[config.mk]
export PLATFORM = sky130hd
export DESIGN_NAME = dest_reg_scoreboard
export DESIGN_NICKNAME = d
export VERILOG_FILES = /design/src/rtl/dest_reg_scoreboard.sv
export SDC_FILE = /design/constraint.sdc
export NUM_CORES = 1
export LEC_CHECK = 0
export BUFFER_PORTS_ARGS = -buffer_cell sky130_fd_sc_hd__buf_2
export CORE_MARGIN = 1.5
export CORE_UTILIZATION = 30
export CTS_CLUSTER_DIAMETER = 80
export CTS_CLUSTER_SIZE = 30
export DETAILED_ROUTE_END_ITERATION = 7
export SYNTH_ARGS = -nofsm -noshare
export SYNTH_HDL_FRONTEND = slang
export SYNTH_SLANG_ARGS = --single-unit
[constraint.sdc]
create_clock -name clk -period 9.1 [get_ports clk]
set_clock_uncertainty 0.15 [all_clocks]
set_input_delay 2.275 -clock clk [delete_from_list [all_inputs] [get_ports clk]]
set_output_delay 2.275 -clock clk [all_outputs]
set_load 0.02 [all_outputs]
[src/rtl/dest_reg_scoreboard.sv]
// Per-register in-flight write scoreboard between ID issue and WB retire.
// Provides zero-latency busy flags for rs/rt, issue back-pressure and a sticky underflow flag.
module dest_reg_scoreboard #(
    parameter int CNT_W = 2,
    parameter int TOT_W = 6
) (
    input  logic             clk,
    input  logic             rst_n,
    input  logic             flush,
    input  logic             iss_valid,
    input  logic [4:0]       iss_rd,
    output logic             iss_ready,
    input  logic             wb_valid,
    input  logic [4:0]       wb_rd,
    input  logic [4:0]       rs_addr,
    input  logic [4:0]       rt_addr,
    input  logic             rs_use,
    input  logic             rt_use,
    output logic             rs_busy,
    output logic             rt_busy,
    output logic             stall,
    output logic [TOT_W-1:0] tot_pending,
    output logic             err_underflow
);

    localparam logic [CNT_W-1:0] CNT_MAX  = {CNT_W{1'b1}};
    localparam logic [CNT_W-1:0] CNT_ONE  = CNT_W'(1);
    localparam logic [CNT_W-1:0] CNT_ZERO = '0;
    localparam logic [TOT_W-1:0] TOT_ONE  = TOT_W'(1);

    // Entry 0 is hard-wired to zero so r0 never reads as busy or full.
    logic [31:0][CNT_W-1:0] w_cnt;

    logic [CNT_W-1:0] w_iss_cnt;
    logic [CNT_W-1:0] w_wb_cnt;
    logic [CNT_W-1:0] w_rs_cnt;
    logic [CNT_W-1:0] w_rt_cnt;
    logic             w_wb_hits_iss;
    logic             w_iss_acc;
    logic             w_wb_en;
    logic             w_wb_same_acc;
    logic             w_underflow;
    logic             w_wb_eff;
    logic             w_rs_final_wb;
    logic             w_rt_final_wb;

    logic [TOT_W-1:0] r_tot;
    logic             r_err;

    assign w_cnt[0] = CNT_ZERO;

    assign w_iss_cnt = w_cnt[iss_rd];
    assign w_wb_cnt  = w_cnt[wb_rd];
    assign w_rs_cnt  = w_cnt[rs_addr];
    assign w_rt_cnt  = w_cnt[rt_addr];

    // A retire to the same register this cycle frees the slot the issue needs.
    assign w_wb_hits_iss = wb_valid & (wb_rd == iss_rd);
    assign iss_ready     = (w_iss_cnt != CNT_MAX) | w_wb_hits_iss;

    assign w_iss_acc     = iss_valid & iss_ready & (iss_rd != 5'd0);
    assign w_wb_en       = wb_valid & (wb_rd != 5'd0);
    assign w_wb_same_acc = w_iss_acc & (iss_rd == wb_rd);

    // A retire against an empty counter is only legal when an issue to it lands together.
    assign w_underflow = w_wb_en & (w_wb_cnt == CNT_ZERO) & ~w_wb_same_acc;
    assign w_wb_eff    = w_wb_en & ~w_underflow;

    genvar gi;
    generate
        for (gi = 1; gi < 32; gi++) begin : g_cnt
            logic [CNT_W-1:0] r_cnt;
            logic             w_inc;
            logic             w_dec;

            assign w_inc = w_iss_acc & (iss_rd == 5'(gi));
            assign w_dec = w_wb_eff & (wb_rd == 5'(gi));

            always_ff @(posedge clk or negedge rst_n) begin
                if (!rst_n) begin
                    r_cnt <= CNT_ZERO;
                end else if (flush) begin
                    r_cnt <= CNT_ZERO;
                end else if (w_inc && !w_dec) begin
                    r_cnt <= r_cnt + CNT_ONE;
                end else if (w_dec && !w_inc) begin
                    r_cnt <= r_cnt - CNT_ONE;
                end
            end

            assign w_cnt[gi] = r_cnt;
        end
    endgenerate

    always_ff @(posedge clk or negedge rst_n) begin
        if (!rst_n) begin
            r_tot <= '0;
        end else if (flush) begin
            r_tot <= '0;
        end else begin
            case ({w_iss_acc, w_wb_eff})
                2'b10:   r_tot <= r_tot + TOT_ONE;
                2'b01:   r_tot <= r_tot - TOT_ONE;
                default: r_tot <= r_tot;
            endcase
        end
    end

    // Sticky error survives flush; a flushed retire is discarded and cannot raise it.
    always_ff @(posedge clk or negedge rst_n) begin
        if (!rst_n) begin
            r_err <= 1'b0;
        end else if (w_underflow && !flush) begin
            r_err <= 1'b1;
        end
    end

    // The register file writes in the first half-cycle, so a final retire clears busy now.
    assign w_rs_final_wb = wb_valid & (wb_rd == rs_addr) & (w_rs_cnt == CNT_ONE);
    assign w_rt_final_wb = wb_valid & (wb_rd == rt_addr) & (w_rt_cnt == CNT_ONE);

    assign rs_busy = (w_rs_cnt != CNT_ZERO) & ~w_rs_final_wb;
    assign rt_busy = (w_rt_cnt != CNT_ZERO) & ~w_rt_final_wb;

    assign stall = (rs_use & rs_busy) | (rt_use & rt_busy) | (iss_valid & ~iss_ready);

    assign tot_pending   = r_tot;
    assign err_underflow = r_err;

endmodule

==> flow_metrics.py, run 1 <==
metrics = {
    "outcome": {
        "outcome": "completed",
    },
    "clock_network": {
        "cts_hold_buf": 0,
        "cts_resized": 0,
        "clock_path_buffers": 2,
        "cts-root-buf": "clkbuf_16",
        "cts_made_buffers": 9,
        "clock-sinks": 69,
        "clkSlewWorstSetupHoldPaths_ns": 0.05,
        "worstSkewPairLatency_ns": 0.35,
        "cts_setup_buffers": 0,
        "htreeDepth": 3,
        "cts_tree": "yes",
    },
    "yosys": {
        "synth_seq_cells": 69,
        "async_flop_share_pct": 100,
        "yosys_warnings": 0,
        "yosys_most_used_dff": "dfrtp_1",
        "synth_cells": 736,
        "yosysSeqAreaShare_pct": 25.9,
        "syn-cell-area_mm2": 0.00666,
        "avgSynthCellArea_um2": 9.05,
        "synth_edf_count": 0,
        "ys_types": 84,
        "syn-num-nets": 768,
    },
    "run": {
        "max_cap_violations": 0,
    },
    "critical_path": {
        "crit_type": "input pin to primary output",
        "timing.rr.start": "g_cnt[11].r_cnt[1]",
        "r2r_slack_ns": 4.60,
        "critPathLaunchType": "input pin",
        "worstPathRequired_ns": 6.68,
        "worstSetupEndpoint": "stall",
        "cp.arrival_ns": 4.90,
        "startpoint": "iss_rd[0]",
        "r2r_cells": 17,
        "crit_fanout": 28,
        "cp-end-kind": "primary output",
        "reg2reg_to": "tot_pending[5]",
    },
    "finish": {
        "area_delta_synth_final_pct": 9.39,
        "final_cell_area_mm2": 0.00729,
        "final_cell_mix": "dfrtp_1, nor2_1, nor3_1",
        "fin_nets": 772,
        "final_layout_size_suffix_gt1_share_pct": 16.5,
        "layout_commonest_cell": "dfrtp_1",
    },
    "pwr": {
        "power_frac_clock_pct": 42.2,
        "p_sw_uw": 247,
        "swShare_pct": 29.4,
        "power.internal_uw": 594,
        "seqPwrFrac_pct": 38.3,
        "powerDensity_mw_per_mm2": 115,
        "power.leakage_uw": 0.00280,
        "ir_worst_vdd_v": 0.0000820,
        "combPwrFrac_pct": 19.5,
    },
    "die": {
        "dieArea_mm2": 0.0231,
        "core_mm2": 0.0218,
        "chipWidth_um": 152,
        "die_h_um": 152,
        "pin_count": 38,
        "initial_utilization_pct": 30.5,
        "num_rows": 54,
    },
    "grt": {
        "gr-total-overflow": 0,
        "grt_max_degree": 70,
        "grt_pass1_vias": 5856,
        "antenna_found_initial": 1,
        "grtUsageTotal_pct": 19.0,
        "grt_pass1_wl_mm": 34.5,
    },
    "sta": {
        "fmax_mhz": 136,
        "fin_crit_sh_pct": 80.5,
        "setup_viol": 0,
        "relSlewSlack_pct": 32.4,
        "rsz0062_at_grt": "no",
        "slew_violations": 0,
        "hold_viol": 0,
        "fin_crit_ns": 7.33,
        "tightestPinTransition_ns": 1.01,
        "final.setup.tns_ns": 0,
    },
    "placement": {
        "numPortBuffers": 37,
        "gp_congestion": 0.948,
        "post_dp_cell_area_mm2": 0.00699,
        "hpwl_mm": 16.3,
    },
    "drt": {
        "vias": 6231,
        "viasPerCell": 6.08,
        "wirelength_mm": 21.9,
        "dr.pass1.iters": 5,
        "detail-route-antenna-nets": 0,
        "drcViolationCount": 0,
        "wire_per_inst_um": 21.4,
        "drt_iter0_drc": 634,
    },
    "worst_hold_path": {
        "hold_path_class": "flop to flop",
        "min_from": "err_underflow",
    },
}
## metal layers
| metal | vias up | GRT usage (%) | part of all wire, % |
|---|---|---|---|
| li1 | 2821 | - | - |
| met1 | 3038 | 26.5 | 42 |
| met2 | 331 | 28.3 | 44 |
| met3 | 41 | 4.45 | 11 |
| met4 | 0 | 7.44 | 2.9 |
| met5 | - | 0 | 0 |
## per-stage QoR
step / worst slack [ns] / instances / hold WS, ns / utilization, % / total power, µW
global route: 1.57 / 1024 / 0.350 / 33.4 / 876
finish: 1.77 / 1025 / 0.323 / 33.4 / 841
floorplan: 1.90 / 736 / 0.408 / - / 441
detailed placement: 1.82 / 1009 / 0.311 / 32.0 / 489
global placement: 1.86 / 1009 / 0.298 / 32.0 / 489
CTS: 1.82 / 1024 / 0.329 / 33.4 / 849
## state kept, by name, summed over array words and instances, names as in the netlist
signal	flops
g_cnt.r_cnt	62
tot_pending	6
err_underflow	1
## cell families after synthesis
| logic type | synth area share, % |
|---|---|
| and+or+nand+nor | 22.8 |
| AOI/OAI and AO/OA | 21.8 |
| DFF | 25.9 |
| muxes | 16.8 |
| buffers and inverters | 4.21 |
| xor gates and xnor gates | 7.42 |
| adders and majority gates | 1.05 |
## layout make-up
type,count,area [µm²]
fill,2276,14500
multi-input combinational,610,4650
inverter,7,26.3
clock inverter,1,30.0
timing repair buffer,43,233
clock buffer,14,264
sequential,69,1730
tap,280,350
antenna,1,2.50
## worst min-delay path by stage
stage               slack [ns]  depth (start not counted)                 end
floorplan                 0.41                          2  g_cnt[14].r_cnt[1]
global placement          0.30                          1       err_underflow
detailed placement        0.31                          1       err_underflow
CTS                       0.33                          1       err_underflow
global route              0.35                          1       err_underflow
finish                    0.32                          1       err_underflow
## worst max-delay path, cell delays in order
cell and delay, ns:
buf_2 0.51, nor2b_1 0.38, a221oi_1 0.14, o32a_1 0.34, a2111o_1 0.42, a31oi_4 0.40, a22o_1 0.21, a21o_1 0.07
buf_2 0.15
## synthesized netlist by cell type, drive strengths merged, types with 5 or more instances
cell    instances  share of area [%]
clkbuf         25                1.4
mux2           13                2.2
or2             6               0.56
o21ai          49                3.8
or3             8               0.83
nor2b          27                2.6
mux2i          16                2.4
nor3           49                3.8
nand3          21                1.6
a211oi         10                1.3
nor3b           7               0.79
mux4           36                 12
a21oi          46                3.5
a21boi         10                1.1
o211a           5               0.75
xor2           26                3.4
nor4           23                2.3
nand2          36                2.1
xnor2          25                3.3
inv             7               0.39
o211ai          9                1.0
nor2           65                3.7
o22ai           7               0.66
dfrtp          69                 26
buf            25                2.4
nand2b         17                1.6
o31ai          15                1.7
## power by group through the flow
stage | combinational (µW) | clock, µW | sequential (µW)
2_1_floorplan | 114 | 0 | 327
3_3_place_gp | 162 | 0 | 327
3_5_place_dp | 163 | 0 | 327
4_1_cts | 163 | 365 | 321
5_1_grt | 178 | 376 | 322
6_report | 164 | 355 | 322
Note: power is estimated with default switching activity, not from simulation.
==> run 2: changes to the inputs <==
- ABC_AREA: unset -> 1
- clock period: 9.1 -> 6.6 ns (I/O delays scaled with it)
==> run 2 against run 1 <==
Compared with the run above:
- die area up 18%
- via count up 49%
- sequential power up 90%
- core utilization down 0.56 points
- power up 100%
- combinational power rose to 3.3 times the previous value
- flip-flop and latch count unchanged
==> flow_metrics.py, run 2 <==
metrics = {
    "run": {
        "max_cap_violations": 0,
    },
    "worst_hold_path": {
        "hold_path_class": "flop to flop",
        "holdPathStages": 1,
        "min_from": "err_underflow",
        "holdPathEnd": "err_underflow",
    },
    "sta": {
        "tightestPinTransition_ns": 0.953,
        "rsz0062_at_grt": "no",
        "relSlewSlack_pct": 36.4,
        "final.setup.tns_ns": 0,
        "hold_viol": 0,
        "fin_crit_ns": 5.95,
        "fmax_mhz": 168,
        "fin_crit_sh_pct": 90.1,
        "slew_violations": 0,
        "setup_viol": 0,
    },
    "drt": {
        "dr.pass1.iters": 6,
        "wirelength_mm": 29.3,
        "drt_iter0_drc": 976,
        "viasPerCell": 5.45,
        "wire_per_inst_um": 17.2,
        "drcViolationCount": 0,
        "vias": 9259,
        "detail-route-antenna-nets": 0,
    },
    "clock_network": {
        "worstSkewPairLatency_ns": 0.36,
        "cts_hold_buf": 0,
        "htreeDepth": 3,
        "cts_setup_buffers": 0,
        "cts_tree": "yes",
        "clkSlewWorstSetupHoldPaths_ns": 0.06,
        "cts_made_buffers": 9,
        "cts_resized": 0,
        "clock_path_buffers": 2,
        "cts-root-buf": "clkbuf_16",
        "clock-sinks": 69,
    },
    "critical_path": {
        "cp-end-kind": "primary output",
        "crit_chain": "buf_2 -> inv_1 -> a21oi_1 -> o21ai_0 -> nand3_1 -> nand3_1 -> nand2_1 -> nor2_1 -> o311ai_0 -> nand2_1 -> nand3_1 -> buf_2",
        "cp_num_buf_inv": 3,
        "crit_fanout": 40,
        "timing.rr.start": "g_cnt[8].r_cnt[0]",
        "crit_type": "input pin to primary output",
        "reg2reg_to": "tot_pending[5]",
        "r2r_cells": 24,
        "r2r_slack_ns": 2.72,
        "critPathTopFamily": "buffers and inverters",
        "cp.arrival_ns": 4.15,
        "critPathLaunchType": "input pin",
        "worstPathRequired_ns": 4.80,
        "slowest_delay_ns": 0.53,
        "path_common_cell": "nand3_1",
        "critical_path.slowest_cell": "o311ai_0",
    },
    "die": {
        "core_mm2": 0.0259,
        "pin_count": 38,
        "dieArea_mm2": 0.0272,
        "chipWidth_um": 165,
        "initial_utilization_pct": 30.3,
        "die_h_um": 165,
        "num_rows": 59,
    },
    "outcome": {
        "outcome": "completed",
    },
    "placement": {
        "dp_cells": 1682,
        "gp_congestion": 0.950,
        "numPortBuffers": 37,
        "hpwl_mm": 21.6,
    },
    "finish": {
        "largest_reg_flops": 62,
        "area_delta_synth_final_pct": 8.18,
        "final_layout_size_suffix_gt1_share_pct": 8.22,
        "fin_nets": 1390,
        "final_cell_mix": "nand2_1, nand3_1, inv_1",
        "layout_commonest_cell": "nand2_1",
        "largest_register": "g_cnt.r_cnt",
        "fin_cells": 1699,
    },
    "grt": {
        "top_usage_layer": "met2",
        "grtUsageTotal_pct": 22.2,
        "antenna_found_initial": 2,
        "grt_util_met2_pct": 32.2,
        "grt_use_met1_pct": 31.5,
        "grt_max_degree": 70,
        "grt_pass1_vias": 8143,
        "grtUsageMet3_pct": 5.25,
        "grt_pass1_wl_mm": 46.1,
        "gr-total-overflow": 0,
    },
    "pwr": {
        "power.leakage_uw": 0.00416,
        "ir_worst_vdd_v": 0.000170,
        "power_uw": 1700,
        "powerDensity_mw_per_mm2": 200,
    },
    "yosys": {
        "synth.most_common_cell": "nand2_1",
        "synth_edf_count": 0,
        "yosys_most_used_dff": "dfrtp_1",
        "yosys_warnings": 0,
        "synth_cells": 1368,
        "ys_types": 42,
        "synth_top_area_share_pct": 22.0,
        "async_flop_share_pct": 100,
        "syn-num-nets": 1400,
        "synth_top_area_cell": "dfrtp_1",
        "yosys-top-cells-count": "nand2_1, nand3_1, inv_1",
        "syn-cell-area_mm2": 0.00786,
        "yosysSeqAreaShare_pct": 22.0,
        "avgSynthCellArea_um2": 5.75,
        "synth_seq_cells": 69,
        "synthTopCellsByArea": "dfrtp_1, nand2_1, nand3_1",
    },
}
-- run 2: cell count changes after synthesis, sizes merged, moves of 42 or more --
cell,previous run,this run
nand2,36,432
nand3,21,222
inv,7,154
o21ai,49,116
nand4,4,57
nor2,65,107
-- run 2: power by group --
group / switching [µW] / internal [µW] / total, µW
clock network: 221 / 332 / 554
logic: 347 / 186 / 533
registers: 131 / 480 / 611
total: 699 / 998 / 1700
-- run 2: kinds of logic (layout without fill, tap and decap cells) --
| kind of cell | after synthesis | count (layout) | share of synthesized area [%] |
|---|---|---|---|
| buffers and inverters | 225 | 220 | 12.0 |
| XOR/XNOR | 23 | 23 | 2.56 |
| flip-flops | 69 | 69 | 22.0 |
| AND/OR/NAND/NOR | 839 | 839 | 48.5 |
| other | 0 | 1 | 0 |
| AO/OA/AOI/OAI | 207 | 207 | 14.1 |
| adder cells (fa/ha/maj) | 5 | 5 | 0.891 |
-- run 2: worst max path at each step --
stage               start    end  slack, ns  depth (start not counted)
2_1_floorplan  rs_addr[1]  stall       0.92                         11
3_3_place_gp   rs_addr[0]  stall       0.74                         12
3_5_place_dp   rs_addr[0]  stall       0.71                         12
4_1_cts        rs_addr[0]  stall       0.71                         12
5_1_grt        rs_addr[0]  stall       0.35                         12
6_report       rs_addr[0]  stall       0.65                         12
-- run 2: final cells by class --
class                      instances  area [µm²]
timing repair buffer              44         240
antenna                            1        2.50
clock buffer                       9         225
fill                            2848       17400
inverter                         160         601
clock inverter                     7        97.6
sequential                        69        1730
multi-input combinational       1074        5190
tap                              335         419
-- run 2: per-layer routing --
layer / wire [µm] / part of all wire [%]
met3: 3240 / 11
met5: 12 / 0.041
met1: 13000 / 44
met4: 1030 / 3.5
met2: 12000 / 41
-- run 2: metrics by stage --
step / instance area (µm²) / setup slack (ns) / hold slack (ns) / utilization, %
2_1_floorplan: 7860 / 0.923 / 0.368 / -
3_3_place_gp: 8180 / 0.739 / 0.310 / 31.6
3_5_place_dp: 8180 / 0.712 / 0.315 / 31.6
4_1_cts: 8500 / 0.706 / 0.332 / 32.8
5_1_grt: 8500 / 0.350 / 0.386 / 32.8
6_report: 8510 / 0.653 / 0.329 / 32.8
==> run 3: changes to the inputs <==
- RECOVER_POWER: unset -> 50
==> run 3 against run 2 <==
Compared with the run above:
- the flow now finishes with violations (max-capacitance violations, max-slew violations)
- power decreased by 0.17%
- non-clock buffer count unchanged
- count of clock-buffer cells in the layout unchanged
- cell area decreased by 0.12%
- worst setup slack improved by 0.0017 ns
- die area unchanged
==> flow_metrics.py, run 3 (synthesis results as in run 2) <==
metrics = {
    "outcome": {
        "outcome": "finished, violations left",
        "violations": "max-capacitance violations, max-slew violations",
    },
    "finish": {
        "multi_input_comb_area_mm2": 0.00519,
        "fin_nets": 1390,
        "final_layout_size_suffix_gt1_share_pct": 7.78,
        "largest_reg_flops": 62,
        "regArea_mm2": 0.00173,
        "layout_commonest_cell": "nand2_1",
        "area_delta_synth_final_pct": 8.05,
        "final_cell_mix": "nand2_1, nand3_1, inv_1",
        "largest_register": "g_cnt.r_cnt",
        "fin_util_pct": 32.8,
        "fill_cells": 2852,
    },
    "pwr": {
        "powerDensity_mw_per_mm2": 199,
        "ir_worst_vdd_v": 0.000166,
        "power_uw": 1690,
        "power.leakage_uw": 0.00414,
    },
    "clock_network": {
        "htreeDepth": 3,
        "cts_hold_buf": 0,
        "clock-sinks": 69,
        "cts_resized": 0,
        "cts_setup_buffers": 0,
        "clock_path_buffers": 2,
        "worstSkewPairLatency_ns": 0.36,
        "clkSlewWorstSetupHoldPaths_ns": 0.06,
        "cts_tree": "yes",
        "cts-root-buf": "clkbuf_16",
        "cts_made_buffers": 9,
    },
    "grt": {
        "grtUsageMet3_pct": 5.25,
        "top_usage_layer": "met2",
        "grt_pass1_vias": 8143,
        "grt_util_met2_pct": 32.2,
        "gr-total-overflow": 0,
        "grt_use_met1_pct": 31.5,
        "grtUsageTotal_pct": 22.2,
        "antenna_found_initial": 2,
        "grt_max_degree": 70,
        "grt_pass1_wl_mm": 46.1,
    },
    "worst_hold_path": {
        "hold_path_class": "flop to flop",
    },
    "die": {
        "pin_count": 38,
        "num_rows": 59,
        "core_mm2": 0.0259,
        "chipWidth_um": 165,
        "die_h_um": 165,
        "initial_utilization_pct": 30.3,
        "dieArea_mm2": 0.0272,
    },
    "critical_path": {
        "cp.arrival_ns": 4.14,
        "worstPathRequired_ns": 4.80,
        "critPathLaunchType": "input pin",
        "cp-end-kind": "primary output",
        "r2r_slack_ns": 2.71,
        "crit_type": "input pin to primary output",
        "crit_fanout": 40,
    },
    "drt": {
        "drt_iter0_drc": 991,
        "wirelength_mm": 29.2,
        "detail-route-antenna-nets": 0,
        "wire_per_inst_um": 17.2,
        "viasPerCell": 5.41,
        "vias": 9191,
        "dr.pass1.iters": 6,
        "drcViolationCount": 0,
    },
    "sta": {
        "tightestPinTransition_ns": 4.00,
        "setup_viol": 0,
        "hold_viol": 0,
        "rsz0062_at_grt": "no",
        "relSlewSlack_pct": -167,
        "slew_violations": 70,
        "final.setup.tns_ns": 0,
        "hold-worst-slack_ns": 0.331,
        "fin_crit_ns": 5.94,
        "fin_crit_sh_pct": 90.1,
        "fmax_mhz": 168,
    },
    "placement": {
        "gp_congestion": 0.950,
        "hpwl_mm": 21.6,
        "numPortBuffers": 37,
    },
    "run": {
        "max_cap_violations": 1,
    },
}
==> run 3: changes by cell type in the layout (fill, tap and decap cells not counted) <==
cell	previous run	this run
clkbuf_1	0	6
buf_4	8	7
buf_2	36	31
==> run 3: area by class of cell <==
| class | instances | area share, % |
|---|---|---|
| Tap cell | 335 | 4.93 |
| Antenna cell | 1 | 0.0295 |
| Clock inverter | 7 | 1.15 |
| Timing Repair Buffer | 44 | 2.71 |
| Inverter | 160 | 7.07 |
| Sequential cell | 69 | 20.3 |
| Clock buffer | 9 | 2.65 |
| Multi-Input combinational cell | 1074 | 61.1 |
==> run 3: through the flow <==
| step | setup slack (ns) | cells | instance area [µm²] |
|---|---|---|---|
| after floorplan | 0.923 | 1368 | 7860 |
| after global placement | 0.739 | 1682 | 8180 |
| after detailed placement | 0.712 | 1682 | 8180 |
| after CTS | 0.706 | 1698 | 8500 |
| after global routing | 0.350 | 1698 | 8490 |
| final | 0.655 | 1699 | 8500 |
==> run 3: report_power, final <==
group	total [µW]	switching [µW]	internal (µW)
registers	611	131	480
clock network	553	221	332
logic	530	346	183
total	1690	699	995
==> run 3: final timing paths <==
check | start | to | cells after the start
worst max-delay path | rs_addr[0] | stall | 12
worst min-delay path | err_underflow | err_underflow | 1
worst max register to register | g_cnt[6].r_cnt[0] | tot_pending[5] | 24
worst min register to register | err_underflow | err_underflow | 1
max in group asynchronous | rst_n | g_cnt[26].r_cnt[0] | 1
min in group asynchronous | rst_n | tot_pending[3] | 1
==> run 3: worst max-delay path: stages <==
cell	delay [ns]
buf_2	0.48
inv_1	0.49
a21oi_1	0.24
o21ai_0	0.10
nand3_1	0.10
nand3_1	0.08
nand2_1	0.07
nor2_1	0.04
o311ai_0	0.53
nand2_1	0.10
nand3_1	0.10
buf_2	0.17
==> run 3: per-layer routing <==
metal	share of wire [%]	wire length (µm)
met5	0.041	12
met3	11	3120
met1	45	13100
met2	41	12000
met4	3.6	1040
